--- src/rtl/byte_word_packer_if.sv ---
// Byte-in / word-out handshake bundle for byte_word_packer.
// master drives bytes and consumes words; slave is the packer.
interface byte_word_packer_if;
  logic [7:0]  in_data;
  logic        in_valid;
  logic        in_sync;
  logic        in_ready;
  logic [31:0] out_word;
  logic [9:0]  out_sum;
  logic        out_valid;
  logic        out_ready;

  modport master (
    output in_data, in_valid, in_sync, out_ready,
    input  in_ready, out_word, out_sum, out_valid
  );

  modport slave (
    input  in_data, in_valid, in_sync, out_ready,
    output in_ready, out_word, out_sum, out_valid
  );
endinterface

--- src/rtl/byte_word_packer.sv ---
// Packs a byte stream into 32-bit words (first byte in 31:24) with a
// 10-bit byte sum; in_sync realigns and counts discarded partials.
module byte_word_packer #(
  parameter int DROP_W = 8
) (
  input  logic              clk,
  input  logic              rst_n,
  byte_word_packer_if.slave bus,
  output logic [1:0]        byte_cnt,
  output logic [DROP_W-1:0] drop_cnt
);

  logic [7:0]  b0, b1, b2;
  logic [9:0]  psum;
  logic [31:0] word_q;
  logic [9:0]  sum_q;
  logic        valid_q;
  logic        accept;
  logic        drain;
  logic [9:0]  din_ext;

  assign bus.in_ready  = !(byte_cnt == 2'd3 && valid_q && !bus.out_ready);
  assign bus.out_word  = word_q;
  assign bus.out_sum   = sum_q;
  assign bus.out_valid = valid_q;

  assign accept  = bus.in_valid && bus.in_ready;
  assign drain   = valid_q && bus.out_ready;
  assign din_ext = {2'b00, bus.in_data};

  always_ff @(posedge clk or negedge rst_n) begin
    if (!rst_n) begin
      b0       <= '0;
      b1       <= '0;
      b2       <= '0;
      psum     <= '0;
      byte_cnt <= '0;
      drop_cnt <= '0;
      word_q   <= '0;
      sum_q    <= '0;
      valid_q  <= 1'b0;
    end else begin
      if (drain)
        valid_q <= 1'b0;
      if (accept) begin
        unique case (1'b1)
          bus.in_sync: begin
            b0       <= bus.in_data;
            psum     <= din_ext;
            byte_cnt <= 2'd1;
            if (byte_cnt != 2'd0 && drop_cnt != '1)
              drop_cnt <= drop_cnt + 1'b1;
          end
          default: begin
            unique case (byte_cnt)
              2'd0: begin
                b0       <= bus.in_data;
                psum     <= din_ext;
                byte_cnt <= 2'd1;
              end
              2'd1: begin
                b1       <= bus.in_data;
                psum     <= psum + din_ext;
                byte_cnt <= 2'd2;
              end
              2'd2: begin
                b2       <= bus.in_data;
                psum     <= psum + din_ext;
                byte_cnt <= 2'd3;
              end
              default: begin
                // completion overrides a same-edge drain
                word_q   <= {b0, b1, b2, bus.in_data};
                sum_q    <= psum + din_ext;
                valid_q  <= 1'b1;
                psum     <= '0;
                byte_cnt <= 2'd0;
              end
            endcase
          end
        endcase
      end
    end
  end

endmodule
--- src/flat_wrapper.sv ---
// flat-port wrapper written by rule: the top's interface ports become plain ports
module byte_word_packer_flat 
#(
  parameter int DROP_W = 8
)
  (clk, rst_n, byte_cnt, drop_cnt, bus_in_data, bus_in_valid, bus_in_sync, bus_out_ready, bus_in_ready, bus_out_word, bus_out_sum, bus_out_valid);
  byte_word_packer_if bus_i ();
  input  logic clk;
  input  logic rst_n;
  output logic [1:0] byte_cnt;
  output logic [DROP_W-1:0] drop_cnt;
  input wire logic [$bits(bus_i.in_data)-1:0] bus_in_data;
  input wire logic [$bits(bus_i.in_valid)-1:0] bus_in_valid;
  input wire logic [$bits(bus_i.in_sync)-1:0] bus_in_sync;
  input wire logic [$bits(bus_i.out_ready)-1:0] bus_out_ready;
  output wire logic [$bits(bus_i.in_ready)-1:0] bus_in_ready;
  output wire logic [$bits(bus_i.out_word)-1:0] bus_out_word;
  output wire logic [$bits(bus_i.out_sum)-1:0] bus_out_sum;
  output wire logic [$bits(bus_i.out_valid)-1:0] bus_out_valid;
  assign bus_i.in_data = bus_in_data;
  assign bus_i.in_valid = bus_in_valid;
  assign bus_i.in_sync = bus_in_sync;
  assign bus_i.out_ready = bus_out_ready;
  assign bus_in_ready = bus_i.in_ready;
  assign bus_out_word = bus_i.out_word;
  assign bus_out_sum = bus_i.out_sum;
  assign bus_out_valid = bus_i.out_valid;
  byte_word_packer #(.DROP_W(DROP_W)) u_core (.clk(clk), .rst_n(rst_n), .bus(bus_i), .byte_cnt(byte_cnt), .drop_cnt(drop_cnt));
endmodule
--- config.mk ---
export PLATFORM = sky130hd
export DESIGN_NAME = byte_word_packer_flat
export DESIGN_NICKNAME = d
export VERILOG_FILES = /design/src/rtl/byte_word_packer_if.sv /design/src/rtl/byte_word_packer.sv /design/src/flat_wrapper.sv
export SDC_FILE = /design/constraint.sdc
export NUM_CORES = 1
export LEC_CHECK = 0
export ABC_AREA = 1
export CORE_MARGIN = 2
export CORE_UTILIZATION = 50
export CTS_CLUSTER_DIAMETER = 50
export DETAILED_ROUTE_END_ITERATION = 10
export PLACE_DENSITY = 0.76
export RECOVER_POWER = 100
export SYNTH_ARGS = -nofsm -noshare
export SYNTH_HDL_FRONTEND = slang
export SYNTH_SLANG_ARGS = --single-unit
--- constraint.sdc ---
create_clock -name clk -period 4.9 [get_ports clk]
set_input_delay 0.735 -clock clk [delete_from_list [all_inputs] [get_ports clk]]
set_output_delay 0.735 -clock clk [all_outputs]
set_load 0.03 [all_outputs]
==> After elaboration in Yosys (flattened, before gate mapping) <==
Index checks and enable logic that the tools add are counted.
{ "classes": {"mux": 10, "addsub": 2, "n_eq_ne": 4, "n_reduce_logical": 17, "n_bitwise": 2} }
{ "ops": {"columns": ["op", "n"], "rows": [
  ["one-hot mux 10 bit (2 select lines)", 1],
  ["two-way mux 8 bit", 2],
  ["AND reduction 3 bit", 4],
  ["adder 10 x 8 -> 10 bit", 1],
  ["two-way mux 10 bit", 1],
  ["adder 8 x 1 -> 8 bit, second input constant", 1],
  ["!= test 8 bit, second input constant", 1],
  ["one-hot mux 2 bit (3 select lines)", 1],
  ["logical AND 1 bit", 5],
  ["== test 2 bit, second input constant", 2],
  ["two-way mux 1 bit", 4],
  ["nonzero test 2 bit", 2],
  ["OR reduction 3 bit", 1],
  ["== test 2 x 1 -> 1 bit, second input constant", 1],
  ["logical NOT 1 bit", 2],
  ["logical NOT 2 bit", 1],
  ["two-way mux 2 bit", 1],
  ["inverter 1 bit", 2],
  ["AND reduction 2 bit", 1],
  ["OR reduction 2 bit", 1]
]} }
{ "totals": {"reg_bits": 87, "word_cells": 44} }

==> Logic depth before layout (Yosys ltp) <==
Gate-level depths: netlist (run 1).
{ "depth": {"ltp_word": 6, "ltp_mapped": 11} }

==> Worst setup path before layout (run 1) <==
No wires, ideal clock.
{ "synth_path": {"path_kind": "in2reg", "from": "input bus_in_data[0]", "to": "register u_core.psum[6]", "path_stages": 10, "t_arrival_ns": 1.898, "slack_ns": 2.885, "setup_time_ns": 0.116, "path_cell_list": "ha_1 fa_1 nand3_1 nand2_1 nand2_1 nand4_1 nand3_1 nand2_1 nand2_1 nand2_1"} }
{ "synth_between": {"elab_chain_len": 3} }
{ "synth_lines": {"columns": ["element", "line", "text"], "rows": [
  ["from (decl)", "flat_wrapper.sv:12", "input wire logic [$bits(bus_i.in_data)-1:0] bus_in_data;"],
  ["adder 10 x 8 -> 10 bit", "byte_word_packer.sv:63, byte_word_packer.sv:68", null],
  ["one-hot mux 10 bit (2 select lines)", "byte_word_packer.sv:55", "unique case (byte_cnt)"],
  ["two-way mux 10 bit", "byte_word_packer.sv:46", "unique case (1'b1)"],
  ["to (signal assigned)", "byte_word_packer.sv:49", "psum <= din_ext;"],
  ["to (signal assigned)", "byte_word_packer.sv:63", "psum <= psum + din_ext;"],
  ["to (signal assigned)", "byte_word_packer.sv:68", "psum <= psum + din_ext;"],
  ["to (decl)", "byte_word_packer.sv:14", "logic [9:0] psum;"]
]} }
Every way passes these cells.
A chain may end at the register's enable or synchronous reset.

==> Worst setup path after layout (run 1) <==
{ "layout_path": {"from": "input bus_out_ready", "to": "register u_core.valid_q (netlist: u_core.bus.out_valid)"} }
{ "layout_between": {"elab_chain_len": 5} }
{ "layout_lines": {"columns": ["element", "line", "text"], "rows": [
  ["from (decl)", "flat_wrapper.sv:15", "input wire logic [$bits(bus_i.out_ready)-1:0] bus_out_ready;"],
  ["logical AND 1 bit or logical NOT 1 bit (tied branches)", "byte_word_packer.sv:28, byte_word_packer.sv:22", null],
  ["two-way mux 1 bit or logical AND 1 bit (tied branches)", "byte_word_packer.sv:43, byte_word_packer.sv:22", null],
  ["two-way mux 1 bit or logical NOT 1 bit (tied branches)", "byte_word_packer.sv:55, byte_word_packer.sv:22", null],
  ["two-way mux 1 bit or logical AND 1 bit (tied branches)", "byte_word_packer.sv:46, byte_word_packer.sv:27", null],
  ["two-way mux 1 bit (*)", "byte_word_packer.sv:45", "if (accept) begin"],
  ["to (signal assigned)", "byte_word_packer.sv:41", "valid_q <= 1'b0;"],
  ["to (signal assigned)", "byte_word_packer.sv:44", "valid_q <= 1'b0;"],
  ["to (signal assigned)", "byte_word_packer.sv:75", "valid_q <= 1'b1;"],
  ["to (decl)", "byte_word_packer.sv:17", "logic valid_q;"]
]} }
Mark *: on every way between the ends. The rest lies on a longest branch, timed or not.

==> results of run 1 <==
## logic make-up after synthesis
kind of cell             synth area share
flip-flops                          0.541
buffers and inverters              0.0609
XOR/XNOR                           0.0196
AND/OR/NAND/NOR                     0.240
adder cells (fa/ha/maj)            0.0485
AO/OA/AOI/OAI                      0.0907
## state kept, by name (all words and copies together), names as in the netlist
signal,count
u_core.bus.out_word,32
u_core.b0,8
u_core.bus.out_valid,1
u_core.drop_cnt,8
u_core.b1,8
u_core.byte_cnt,2
u_core.b2,8
u_core.psum,10
u_core.bus.out_sum,10
## per-stage QoR
| stage | setup slack, ns | hold WS, ns | power [mW] | area [sq um] | std cells |
|---|---|---|---|---|---|
| 2_1_floorplan | 2.89 | 0.439 | 2.00 | 4030 | 465 |
| 3_3_place_gp | 2.16 | 0.454 | 2.49 | 4740 | 620 |
| 3_5_place_dp | 2.14 | 0.458 | 2.53 | 4740 | 620 |
| 4_1_cts | 2.14 | 0.478 | 2.96 | 4890 | 636 |
| 5_1_grt | 1.38 | 0.501 | 3.07 | 4860 | 636 |
| 6_report | 1.70 | 0.474 | 2.85 | 4860 | 636 |
## worst max-delay path, cell delays in order
cell and delay (ns):
sky130_fd_sc_hd__dlygate4sd3_1 0.55, sky130_fd_sc_hd__nor2_1 0.14, sky130_fd_sc_hd__nand2_2 0.06, sky130_fd_sc_hd__nand2_1 0.40, sky130_fd_sc_hd__clkinvlp_2 0.59, sky130_fd_sc_hd__nand3_1 0.26
sky130_fd_sc_hd__buf_4 0.49, sky130_fd_sc_hd__o21ai_0 0.17
## layout by cell type, fill, tap and decap left out, types with 2 or more instances in the layout
cell type / n
sky130_fd_sc_hd__a31oi_1: 2
sky130_fd_sc_hd__ha_1: 14
sky130_fd_sc_hd__xor2_1: 6
sky130_fd_sc_hd__inv_2: 3
sky130_fd_sc_hd__dlygate4sd3_1: 57
sky130_fd_sc_hd__nand2_1: 180
sky130_fd_sc_hd__clkdlybuf4s50_1: 8
sky130_fd_sc_hd__o22ai_1: 5
sky130_fd_sc_hd__xnor2_1: 3
sky130_fd_sc_hd__dfrtp_1: 87
sky130_fd_sc_hd__clkbuf_8: 9
sky130_fd_sc_hd__o21ai_0: 50
sky130_fd_sc_hd__nor2_1: 10
sky130_fd_sc_hd__a21oi_1: 5
sky130_fd_sc_hd__o211ai_1: 3
sky130_fd_sc_hd__clkbuf_1: 4
sky130_fd_sc_hd__nand4_1: 6
sky130_fd_sc_hd__inv_1: 38
sky130_fd_sc_hd__nor3_1: 2
sky130_fd_sc_hd__nand3_1: 28
sky130_fd_sc_hd__o21bai_1: 2
sky130_fd_sc_hd__clkinvlp_4: 2
## Yosys cell counts (2+ instances only)
cell type	number
sky130_fd_sc_hd__o22ai_1	5
sky130_fd_sc_hd__xor2_1	6
sky130_fd_sc_hd__nand4_1	6
sky130_fd_sc_hd__inv_2	3
sky130_fd_sc_hd__o211ai_1	3
sky130_fd_sc_hd__inv_1	38
sky130_fd_sc_hd__buf_4	4
sky130_fd_sc_hd__xnor2_1	3
sky130_fd_sc_hd__o21ai_0	44
sky130_fd_sc_hd__nand2_1	178
sky130_fd_sc_hd__nor3_1	2
sky130_fd_sc_hd__a31oi_1	2
sky130_fd_sc_hd__o21ai_1	7
sky130_fd_sc_hd__ha_1	14
sky130_fd_sc_hd__a21oi_1	4
sky130_fd_sc_hd__nand3_1	26
sky130_fd_sc_hd__nand2_4	2
sky130_fd_sc_hd__o21bai_1	2
sky130_fd_sc_hd__buf_2	8
sky130_fd_sc_hd__dfrtp_1	87
sky130_fd_sc_hd__nand3_2	2
sky130_fd_sc_hd__nor2_1	10
## layout make-up
class	count	area, sq um	share of cell area
clock buffers	13	139	0.0286
clock inverters	3	20.0	0.00412
inverters	42	159	0.0327
multi-input cells	322	1580	0.324
flip-flops and latches	87	2180	0.448
well taps	102	128	0.0262
repair buffers	67	663	0.136
## worst paths after layout
| path | from | end | slack [ns] |
|---|---|---|---|
| worst max-delay path | bus_out_ready | u_core.bus.out_valid$_DFF_PN0_ | 1.70 |
| worst min-delay path | u_core.b0[0]$_DFFE_PN0P_ | u_core.bus.out_word[24]$_DFFE_PN0P_ | 0.47 |
| worst max register to register | u_core.byte_cnt[1]$_DFFE_PN0P_ | u_core.bus.out_valid$_DFF_PN0_ | 2.06 |
| worst min register to register | u_core.b0[0]$_DFFE_PN0P_ | u_core.bus.out_word[24]$_DFFE_PN0P_ | 0.47 |
| max in group asynchronous | rst_n | u_core.psum[8]$_DFFE_PN0P_ | 2.69 |
| min in group asynchronous | rst_n | u_core.bus.out_word[25]$_DFFE_PN0P_ | 0.97 |
## where the power goes
group	switching, mW	internal, mW
logic	0.796	0.463
clock network	0.245	0.184
registers	0.166	1.00
## metal layers
metal | vias up | routed length [microns]
met2 | 90 | 4110
met5 | - | 0
met4 | 0 | 97
li1 | 1618 | -
met3 | 9 | 460
met1 | 1520 | 4100
==> metrics.sh, run 1 <==
FLOORPLAN.IO_PINS=67
POST_SYNTH_INST_COUNT=465
ROUTE.DETAILED.WL_PER_INST_MICRONS=13.8
VIAS_IN_THE_FIRST_GLOBAL_ROUTE=3203
DISTINCT_CELL_TYPE_COUNT_OF_THE_SYNTHESIZED_NETLIST=31
FMAX_MHz=312
SETUP.WORST_PATH.START_CLASS='input pin'
FINAL_LAYOUT_SIZE_SUFFIX_GT1_FRAC=0.0393
GRT_MAX_DEGREE=88
TRANSITION_AT_THE_PIN_WITH_THE_SMALLEST_MAX_TRANSITION_SLACK_NS=2.10
POST_DETAIL_PLACE_HPWL_MICRONS=6100
FINAL_SLEW_VIOLATIONS=88
CTS.HTREE.LEVELS=3
WORST_IR_DROP_VDD_mV=0.251
WORSTHOLDPATHCELLS=2
GRT_USE_MET1=0.312
TIMING.FINAL.CRIT_PERIOD_NS=3.20
MAPPED_AREA_SQ_UM=4030
CP.REQUIRED_NS=5.11
CRITICAL_PATH_CLASS='in -> reg'
GP_CONGESTION=0.907
POSTCTSRESIZEDCELLS=0
DRT-INITIAL-DRC-COUNT=144
SETUP_VIOLATIONS=0
SHARE_OF_THE_SYNTHESIZED_AREA_IN_THE_TOP_CELL_TYPE=0.541
POSTSYNTHAREAPERCELL_SQ_UM=8.66
START_UTIL=0.519
YOSYSSEQAREASHARE=0.541
RESULT_OF_THE_RUN='finished with violations'
DETAILROUTE.VIA_COUNT=3237
ANTENNA_CELLS_INSERTED=0
DRTANTENNAVIOLNETS=0
SYNTH.FF_LATCH_COUNT=87
SYNTHARSTFLOPSHARE=1.00
POST_SYNTH_MAIN_AREA_CONTRIBUTORS='sky130_fd_sc_hd__dfrtp_1 (54%), sky130_fd_sc_hd__nand2_1 (17%), sky130_fd_sc_hd__o21ai_0 (5.5%)'
WORST_SETUP_HOLD_PATH_CLK_SLEW_NS=0.08
POSTCTSSETUPBUFFERS=0
YS.FLOP_TYPE='sky130_fd_sc_hd__dfrtp_1'
GRT.OVERFLOW.TOTAL=0
WORST_R2R_PATH_DEPTH=7
DRCVIOLATIONCOUNT=0
UTILIZATION=0.626
NUMBER_OF_ANTENNA_VIOLATIONS_AT_THE_FIRST_CHECK_IN_GLOBAL_ROUTING=0
CTS_BUFFER_DEPTH=2
TIMING.CRITICAL_PATH.FANOUT_MAX=57
POSTSYNTHNETCOUNT=493
NUMCLOCKSINKS=87
CTS_TREE='yes'
GRT_SETUP_UNREPAIRED='false'
CLK-INSERTION-DELAY-LATE_NS=0.36
DETAIL_ROUTE.FIRST_PASS.ITERATIONS=5
FLOORPLAN.ROWS=32
GRTUSAGEMET2=0.336
LEAKAGEPOWER_nW=2.51
SYNTH_EDF_COUNT=0
GRT_USE_TOTAL=0.220
GRT_PASS1_WL_MICRONS=15100
FINCLKSKEW_NS=0.00988
FAILED_CHECKS='max-capacitance violations, max-slew violations'
AREA.GROWTH.SYNTH_TO_FINAL_PCT=20.7
CAP_VIOLATIONS=1
VIASPERCELL=5.09
HP-CLASS='reg -> reg'
DIEAREA_SQ_UM=8790
YOSYSWARNINGS=0
MAX_SLEW_MARGIN=-0.400
GR-MAX-USAGE-LAYER='met2'
CTS_MADE_BUFFERS=9
CORE_AREA_SQ_UM=7770
IO_BUFFER_COUNT=66
TIMING_HOLD_VIOLATIONS_FINAL=0
FIN_TNS_SETUP_NS=0
CTS-ROOT-BUF='sky130_fd_sc_hd__clkbuf_8'
CP.ARRIVAL_NS=3.41
FILLERS=692
SYNTHDOMINANTAREACELLTYPE='sky130_fd_sc_hd__dfrtp_1'
HOLDBUFCOUNTCTS=0
DIE_W_MICRONS=93.8
FLOORPLAN.DIE.HEIGHT_MICRONS=93.8
GRT.MET3_USAGE=0.0498
TOTALWIRELENGTH_MICRONS=8770
ENDPOINT_KIND='register'
PWR_PER_CELL_AREA_nW_PER_UM2=587
LAYOUT.NETS=557
MIN_PERIOD_OVER_PERIOD=0.653
No activity file was read; power rests on OpenSTA's default activity.
==> run 2: changes to the inputs <==
==> constraint.sdc (replaced) <==
create_clock -name clk -period 3.35 [get_ports clk]
set_input_delay 0.5025 -clock clk [delete_from_list [all_inputs] [get_ports clk]]
set_output_delay 0.5025 -clock clk [all_outputs]
set_load 0.03 [all_outputs]
==> run 2 against run 1 <==
  * The run still ends with max-capacitance violations, max-slew violations left
  * Flip-flop and latch count is the same
  * Final area up 1.9%
  * Highest routed layer unchanged
  * Count of clock-buffer cells in the layout decreased by 4
  * Clock skew up 0.0019 ns
  * Via count decreased by 1.0%
  * Non-clock buffer count did not move
  * Combinational power grew 47%
==> metrics.sh, run 2 (synthesis results as in run 1) <==
RESULT_OF_THE_RUN='finished with violations'  # unchanged
FAILED_CHECKS='max-capacitance violations, max-slew violations'  # unchanged
DIE_W_MICRONS=93.8  # unchanged
TIMING.FINAL.CRIT_PERIOD_NS=2.48
CRITICAL_PATH_CLASS='reg -> reg'  # was in -> reg
CORE_AREA_SQ_UM=7770  # unchanged
LARGEST_REGISTER_FFS=32  # unchanged
DP_WORST_SETUP_SLACK_NS=0.811  # was 2.14 ns
POWER.TOTAL_mW=4.40  # was 2.85 mW
LAYOUT.NETS=557  # unchanged
PLACEDINSTANCEAREA_SQ_UM=4750  # was 4740 sq um
ANTENNA_CELLS_INSERTED=0  # unchanged
MIN_PERIOD_OVER_PERIOD=0.741
IO_BUFFER_COUNT=66  # unchanged
CTS_BUFFER_DEPTH=2  # unchanged
FINAL_SLEW_VIOLATIONS=88  # unchanged
CP.REQUIRED_NS=3.59  # was 5.11 ns
SLOWEST_CELL_ON_CRIT_PATH='sky130_fd_sc_hd__dfrtp_1'  # was sky130_fd_sc_hd__clkinvlp_2
GP_CONGESTION=0.875  # was 0.907
PLACEDCELLCOUNT=620  # unchanged
DRT-INITIAL-DRC-COUNT=260  # was 144
DETAIL_ROUTE.FIRST_PASS.ITERATIONS=5  # unchanged
ENDPOINT_KIND='register'  # unchanged
FIN_HOLD_WS_NS=0.476  # was 0.474 ns
FINAL_LAYOUT_SIZE_SUFFIX_GT1_FRAC=0.0487  # was 0.0393
CAP_VIOLATIONS=1  # unchanged
MOST_COMMON_CELL_AFTER_LAYOUT_FILL_AND_TAPS_ASIDE='sky130_fd_sc_hd__nand2_1'  # unchanged
WORST_PATH_MOST_REPEATED_CELL='sky130_fd_sc_hd__nand2_1'
GRT_SETUP_UNREPAIRED='false'  # unchanged
ROUTE.DETAILED.WL_PER_INST_MICRONS=14.1  # was 13.8 microns
FLOORPLAN.IO_PINS=67  # unchanged
NUMBER_OF_ANTENNA_VIOLATIONS_AT_THE_FIRST_CHECK_IN_GLOBAL_ROUTING=0  # unchanged
NUMCLOCKSINKS=87  # unchanged
DESIGN_AREA_SQ_UM=4950  # was 4860 sq um
DIEAREA_SQ_UM=8790  # unchanged
FLOORPLAN.DIE.HEIGHT_MICRONS=93.8  # unchanged
WORST_IR_DROP_VDD_mV=0.420  # was 0.251 mV
FINAL_CELLS=636  # unchanged
TIMING.CRITICAL_PATH.FANOUT_MAX=28  # was 57
VIAS_IN_THE_FIRST_GLOBAL_ROUTE=3156  # was 3203
CTS_TREE='yes'  # unchanged
SETUP_VIOLATIONS=0  # unchanged
FLOORPLAN.ROWS=32  # unchanged
TOTALWIRELENGTH_MICRONS=8940  # was 8770 microns
ORDERED_CELL_LIST_FOR_THE_CRITICAL_PATH='ha_1, nand2_1, nand2_4, clkinvlp_2, nand3_2, inv_2, nand3_1, nand2_1'  # was dlygate4sd3_1, nor2_1, nand2_2, nand2_1, clkinvlp_2, nand3_1, buf_4, o21ai_0
SETUP.WORST_PATH.START_CLASS='register'  # was input pin
GRT_MAX_DEGREE=88  # unchanged
VIASPERCELL=5.04  # was 5.09
LEAKAGEPOWER_nW=2.56  # was 2.51 nW
FMAX_MHz=403
HOLDBUFCOUNTCTS=0  # unchanged
POSTCTSRESIZEDCELLS=0  # unchanged
WORST_SETUP_HOLD_PATH_CLK_SLEW_NS=0.09  # was 0.08 ns
GRT.OVERFLOW.TOTAL=0  # unchanged
MAX_SLEW_MARGIN=-0.375  # was -0.400
CRITPATHMAXSTAGEDELAY_NS=0.46  # was 0.59 ns
FINCLKSKEW_NS=0.0118  # was 0.00988 ns
R2R_SETUP_SLACK_NS=0.87  # was 2.06 ns
CTS_MADE_BUFFERS=9  # unchanged
DRTANTENNAVIOLNETS=0  # unchanged
POSTCTSSETUPBUFFERS=0  # unchanged
GRT_USE_TOTAL=0.223  # was 0.220
START_UTIL=0.519  # unchanged
LAYOUT.CELLS.MOST_COMMON_LIST='sky130_fd_sc_hd__nand2_1 (180), sky130_fd_sc_hd__dfrtp_1 (87), sky130_fd_sc_hd__dlygate4sd3_1 (57), sky130_fd_sc_hd__o21ai_0 (50), sky130_fd_sc_hd__inv_1 (38)'  # unchanged
GRT_PASS1_WL_MICRONS=15200  # was 15100 microns
HP-CLASS='reg -> reg'  # unchanged
AREA.GROWTH.SYNTH_TO_FINAL_PCT=23.0  # was 20.7%
TIMING_HOLD_VIOLATIONS_FINAL=0  # unchanged
DRCVIOLATIONCOUNT=0  # unchanged
CTS.HTREE.LEVELS=3  # unchanged
CTS-ROOT-BUF='sky130_fd_sc_hd__clkbuf_8'  # unchanged
POST_DETAIL_PLACE_HPWL_MICRONS=6370  # was 6100 microns
FILLERS=677  # was 692
CLK-INSERTION-DELAY-LATE_NS=0.36  # about the same
FIN_TNS_SETUP_NS=0  # unchanged
UTILIZATION=0.638  # was 0.626
DETAILROUTE.VIA_COUNT=3204  # was 3237
SETUP_SLACK_NS=0.868  # was 1.70 ns
PWR_PER_CELL_AREA_nW_PER_UM2=888  # was 587 nW/um^2
CP.ARRIVAL_NS=2.72  # was 3.41 ns
TRANSITION_AT_THE_PIN_WITH_THE_SMALLEST_MAX_TRANSITION_SLACK_NS=2.06  # was 2.10 ns
[run 2: cell count changes in the layout (fill, tap and decap cells not counted), moves of 2 or more]
cell                         delta
sky130_fd_sc_hd__bufinv_16      +2
sky130_fd_sc_hd__clkbuf_1       -4
sky130_fd_sc_hd__clkinvlp_4     -2
sky130_fd_sc_hd__inv_6          +2
[run 2: worst paths after layout]
path                                           startpoint                             endpoint  cells past startpoint
setup / recovery           u_core.byte_cnt[1]$_DFFE_PN0P_    u_core.bus.out_sum[7]$_DFFE_PN0P_                      8
hold / removal                   u_core.b0[1]$_DFFE_PN0P_  u_core.bus.out_word[25]$_DFFE_PN0P_                      2
setup reg to reg           u_core.byte_cnt[1]$_DFFE_PN0P_    u_core.bus.out_sum[7]$_DFFE_PN0P_                      8
hold reg to reg                  u_core.b0[1]$_DFFE_PN0P_  u_core.bus.out_word[25]$_DFFE_PN0P_                      2
max in group asynchronous                           rst_n    u_core.bus.out_sum[8]$_DFFE_PN0P_                      1
min in group asynchronous                           rst_n  u_core.bus.out_word[27]$_DFFE_PN0P_                      1
[run 2: layout make-up]
| cell class | count | area [sq um] | area share |
|---|---|---|---|
| clock inverter | 7 | 103 | 0.0207 |
| tap | 102 | 128 | 0.0258 |
| clock buffer | 9 | 124 | 0.0250 |
| inverter | 42 | 159 | 0.0321 |
| timing repair buffer | 67 | 676 | 0.136 |
| multi-input combinational | 322 | 1590 | 0.320 |
| sequential | 87 | 2180 | 0.440 |
[run 2: critical path: cells and delay by family (launching register included)]
family | cells | cell delay (ns)
simple gates | 5 | 0.94
fa+ha+maj | 1 | 0.26
flops | 1 | 0.46
buf+inv | 2 | 0.70
[run 2: layer usage]
| layer | up-vias | GRT usage | routed length (microns) |
|---|---|---|---|
| met3 | 10 | 0.0337 | 315 |
| met2 | 72 | 0.346 | 4220 |
| met1 | 1492 | 0.319 | 4300 |
| met4 | 0 | 0.0809 | 108 |
| li1 | 1630 | - | - |
| met5 | - | 0 | 0 |
[run 2: power by group]
group	internal (mW)	switching, mW	total (mW)
clock	0.431	0.401	0.831
sequential	1.46	0.256	1.72
combinational	0.679	1.17	1.85
total	2.57	1.82	4.40
==> run 3: changes to the inputs <==
==> constraint.sdc (replaced) <==
create_clock -name clk -period 2.31 [get_ports clk]
set_input_delay 0.3465 -clock clk [delete_from_list [all_inputs] [get_ports clk]]
set_output_delay 0.3465 -clock clk [all_outputs]
set_load 0.03 [all_outputs]
==> run 3 against run 2 <==
  * The run now ends clean
  * Register-to-register slack worse by 0.66 ns
  * Routed wire length is 0.77% higher
  * Sequential power is 44% higher
  * Total power is 44% higher
  * Cell count is 1.4% higher
  * Global-route usage is 0.094 points lower
  * Clock skew is 0.0057 ns lower
  * Clock power is 37% higher
  * Count of clock-buffer cells in the layout is 2 higher
  * Utilization is 0.48 points higher
  * Non-clock buffer count is 9 higher
  * Via count is 3.1% higher
  * Critical endpoint is now bus_in_ready
==> metrics.sh, run 3 (synthesis results as in run 1) <==
RESULT_OF_THE_RUN='finished clean'  # was finished with violations
WORSTSETUPPATHDEPTH=3  # was 8
VIAS_IN_THE_FIRST_GLOBAL_ROUTE=3140  # was 3156
DIE_W_MICRONS=93.8  # unchanged
ORDERED_CELL_LIST_FOR_THE_CRITICAL_PATH='ha_1, nand2_2, clkdlybuf4s50_1'  # was ha_1, nand2_1, nand2_4, clkinvlp_2, nand3_2, inv_2, nand3_1, nand2_1
WORST_R2R_PATH_DEPTH=8  # unchanged
R2R-END='u_core.drop_cnt[0]$_DFFE_PN0P_'  # was u_core.bus.out_sum[7]$_DFFE_PN0P_
FILLERS=676  # was 677
CTS_MADE_BUFFERS=9  # unchanged
FLOORPLAN.IO_PINS=67  # unchanged
WORST_IR_DROP_VDD_mV=0.615  # was 0.420 mV
NUMBER_OF_ANTENNA_VIOLATIONS_AT_THE_FIRST_CHECK_IN_GLOBAL_ROUTING=0  # unchanged
LAYOUT.NETS=566  # was 557
CPLARGESTDELAYFAMILY='buffers and inverters'  # was simple AND/OR/NAND/NOR gates
HP-CLASS='reg -> reg'  # unchanged
FLOORPLAN.DIE.HEIGHT_MICRONS=93.8  # unchanged
TOTALWIRELENGTH_MICRONS=9010  # was 8940 microns
FINCLKSKEW_NS=0.00605  # was 0.0118 ns
LEAKAGEPOWER_nW=2.58  # was 2.56 nW
NUMCLOCKSINKS=87  # unchanged
VIASPERCELL=5.12  # was 5.04
DIEAREA_SQ_UM=8790  # unchanged
DETAILROUTE.VIA_COUNT=3303  # was 3204
DRCVIOLATIONCOUNT=0  # unchanged
GRT_PASS1_WL_MICRONS=15000  # was 15200 microns
ROUTE.DETAILED.WL_PER_INST_MICRONS=14.0  # was 14.1 microns
TIMING_HOLD_VIOLATIONS_FINAL=0  # unchanged
HOLDBUFCOUNTCTS=1  # was 0
TIMING.CRITICAL_PATH.FANOUT_MAX=5  # was 28
IO_BUFFER_COUNT=66  # unchanged
PWR_PER_CELL_AREA_nW_PER_UM2=1270  # was 888 nW/um^2
POSTCTSRESIZEDCELLS=0  # unchanged
START_UTIL=0.519  # unchanged
SLOWEST_CELL_ON_CRIT_PATH='sky130_fd_sc_hd__clkdlybuf4s50_1'  # was sky130_fd_sc_hd__dfrtp_1
FMAX_MHz=451
GRT_SETUP_UNREPAIRED='false'  # unchanged
ANTENNA_CELLS_INSERTED=0  # unchanged
CTS.HTREE.LEVELS=3  # unchanged
FIN_TNS_SETUP_NS=0  # unchanged
SETUP_VIOLATIONS=0  # unchanged
GP_CONGESTION=0.911  # was 0.875
CP_NUM_BUF_INV=1  # was 2
CTS_BUFFER_DEPTH=2  # unchanged
DRT-INITIAL-DRC-COUNT=124  # was 260
LAYOUT.CELLS.MOST_COMMON_LIST='sky130_fd_sc_hd__nand2_1 (179), sky130_fd_sc_hd__dfrtp_1 (87), sky130_fd_sc_hd__dlygate4sd3_1 (56), sky130_fd_sc_hd__o21ai_0 (48), sky130_fd_sc_hd__inv_1 (38)'  # was sky130_fd_sc_hd__nand2_1 (180), sky130_fd_sc_hd__dfrtp_1 (87), sky130_fd_sc_hd__dlygate4sd3_1 (57), sky130_fd_sc_hd__o21ai_0 (50), sky130_fd_sc_hd__inv_1 (38)
FLOORPLAN.ROWS=32  # unchanged
POST_DETAIL_PLACE_HPWL_MICRONS=6420  # was 6370 microns
R2R_SETUP_SLACK_NS=0.21  # was 0.87 ns
FINAL_LAYOUT_SIZE_SUFFIX_GT1_FRAC=0.0589  # was 0.0487
CORE_AREA_SQ_UM=7770  # unchanged
CAP_VIOLATIONS=0  # was 1
MAX_SLEW_MARGIN=0.331  # was -0.375
GRT_USE_TOTAL=0.222  # was 0.223
WORST_SETUP_HOLD_PATH_CLK_SLEW_NS=0.09  # about the same
MIN_PERIOD_OVER_PERIOD=0.960
DETAIL_ROUTE.FIRST_PASS.ITERATIONS=4  # was 5
SETUP.WORST_PATH.START_CLASS='register'  # unchanged
POSTCTSSETUPBUFFERS=0  # unchanged
LARGEST_REGISTER_FFS=32  # unchanged
ENDPOINT_KIND='output pin'  # was register
CRITPATHMAXSTAGEDELAY_NS=0.67  # was 0.46 ns
CP.REQUIRED_NS=1.96  # was 3.59 ns
CRITICAL_PATH_CLASS='reg -> out'  # was reg -> reg
CTS_TREE='yes'  # unchanged
SETUP.WORST_PATH.START='u_core.byte_cnt[1]$_DFFE_PN0P_'  # unchanged
R2R_START='u_core.byte_cnt[1]$_DFFE_PN0P_'  # unchanged
CLK-INSERTION-DELAY-LATE_NS=0.37  # was 0.36 ns
DESIGN_AREA_SQ_UM=4990  # was 4950 sq um
CTS-ROOT-BUF='sky130_fd_sc_hd__clkbuf_8'  # unchanged
AREA.GROWTH.SYNTH_TO_FINAL_PCT=23.9  # was 23.0%
FINAL_SLEW_VIOLATIONS=0  # was 88
PLACEDINSTANCEAREA_SQ_UM=4810  # was 4750 sq um
CP.ARRIVAL_NS=1.87  # was 2.72 ns
TRANSITION_AT_THE_PIN_WITH_THE_SMALLEST_MAX_TRANSITION_SLACK_NS=1.00  # was 2.06 ns
MOST_COMMON_CELL_AFTER_LAYOUT_FILL_AND_TAPS_ASIDE='sky130_fd_sc_hd__nand2_1'  # unchanged
DRTANTENNAVIOLNETS=0  # unchanged
CP-ENDPOINT='bus_in_ready'  # was u_core.bus.out_sum[7]$_DFFE_PN0P_
GRT.OVERFLOW.TOTAL=0  # unchanged
GRT_MAX_DEGREE=47  # was 88
TIMING.FINAL.CRIT_PERIOD_NS=2.22
## run 3: cell count changes in the layout (fill, tap and decap cells not counted), sizes merged
cell           previous run  this run
buf                       1         6
clkbuf                   10        15
clkdlybuf4s50             8        10
bufinv                    2         1
dlygate4sd3              57        56
inv                      44        43
## run 3: worst min path at each step
stage,startpoint,endpoint,slack [ns],cells after the start
2_1_floorplan,rst_n,u_core.b0[0]$_DFFE_PN0P_,0.05,0
3_3_place_gp,rst_n,u_core.bus.out_word[25]$_DFFE_PN0P_,0.23,1
3_5_place_dp,rst_n,u_core.bus.out_word[27]$_DFFE_PN0P_,0.24,1
4_1_cts,rst_n,u_core.bus.out_word[27]$_DFFE_PN0P_,0.39,2
5_1_grt,u_core.bus.out_word[25]$_DFFE_PN0P_,u_core.bus.out_word[25]$_DFFE_PN0P_,0.50,2
6_report,u_core.bus.out_word[22]$_DFFE_PN0P_,u_core.bus.out_word[22]$_DFFE_PN0P_,0.48,2
## run 3: layout make-up
class,instances,area [sq um],area share
clock inverter,5,63.8,0.0128
timing repair buffer,76,726,0.145
tap,102,128,0.0256
clock buffer,11,151,0.0303
inverter,42,160,0.0321
multi-input combinational,322,1580,0.317
sequential,87,2180,0.436
## run 3: layer usage
metal / vias to the layer above / part of all wire / global-route usage
met1: 1570 / 0.45 / 0.305
met4: 0 / 0.015 / 0.0954
met3: 11 / 0.052 / 0.0305
li1: 1636 / - / -
met5: - / 0 / 0
met2: 86 / 0.48 / 0.354
## run 3: worst register-to-register path, stage by stage (launching register included)
cell and delay [ns]:
sky130_fd_sc_hd__dfrtp_1 0.47, sky130_fd_sc_hd__ha_1 0.26, sky130_fd_sc_hd__nand2_2 0.11, sky130_fd_sc_hd__nand2_4 0.13
sky130_fd_sc_hd__inv_4 0.16, sky130_fd_sc_hd__nand2_1 0.21, sky130_fd_sc_hd__nor3_4 0.31, sky130_fd_sc_hd__clkbuf_1 0.22
sky130_fd_sc_hd__xor2_1 0.17
## run 3: power by group
group / switching (mW) / internal (mW)
clock network: 0.570 / 0.567
logic: 1.69 / 1.00
registers: 0.363 / 2.12
total: 2.63 / 3.69
## run 3: through the flow
step | hold slack (ns) | setup WS (ns) | util | power [mW] | std cells
global placement | 0.233 | 0.0833 | 0.619 | 5.32 | 628
floorplan | 0.0509 | 0.487 | - | 4.24 | 465
CTS | 0.392 | 0.0679 | 0.648 | 6.53 | 645
finish | 0.478 | 0.0927 | 0.642 | 6.32 | 645
global route | 0.497 | 0.0594 | 0.642 | 6.74 | 645
detailed placement | 0.238 | 0.0622 | 0.619 | 5.38 | 628
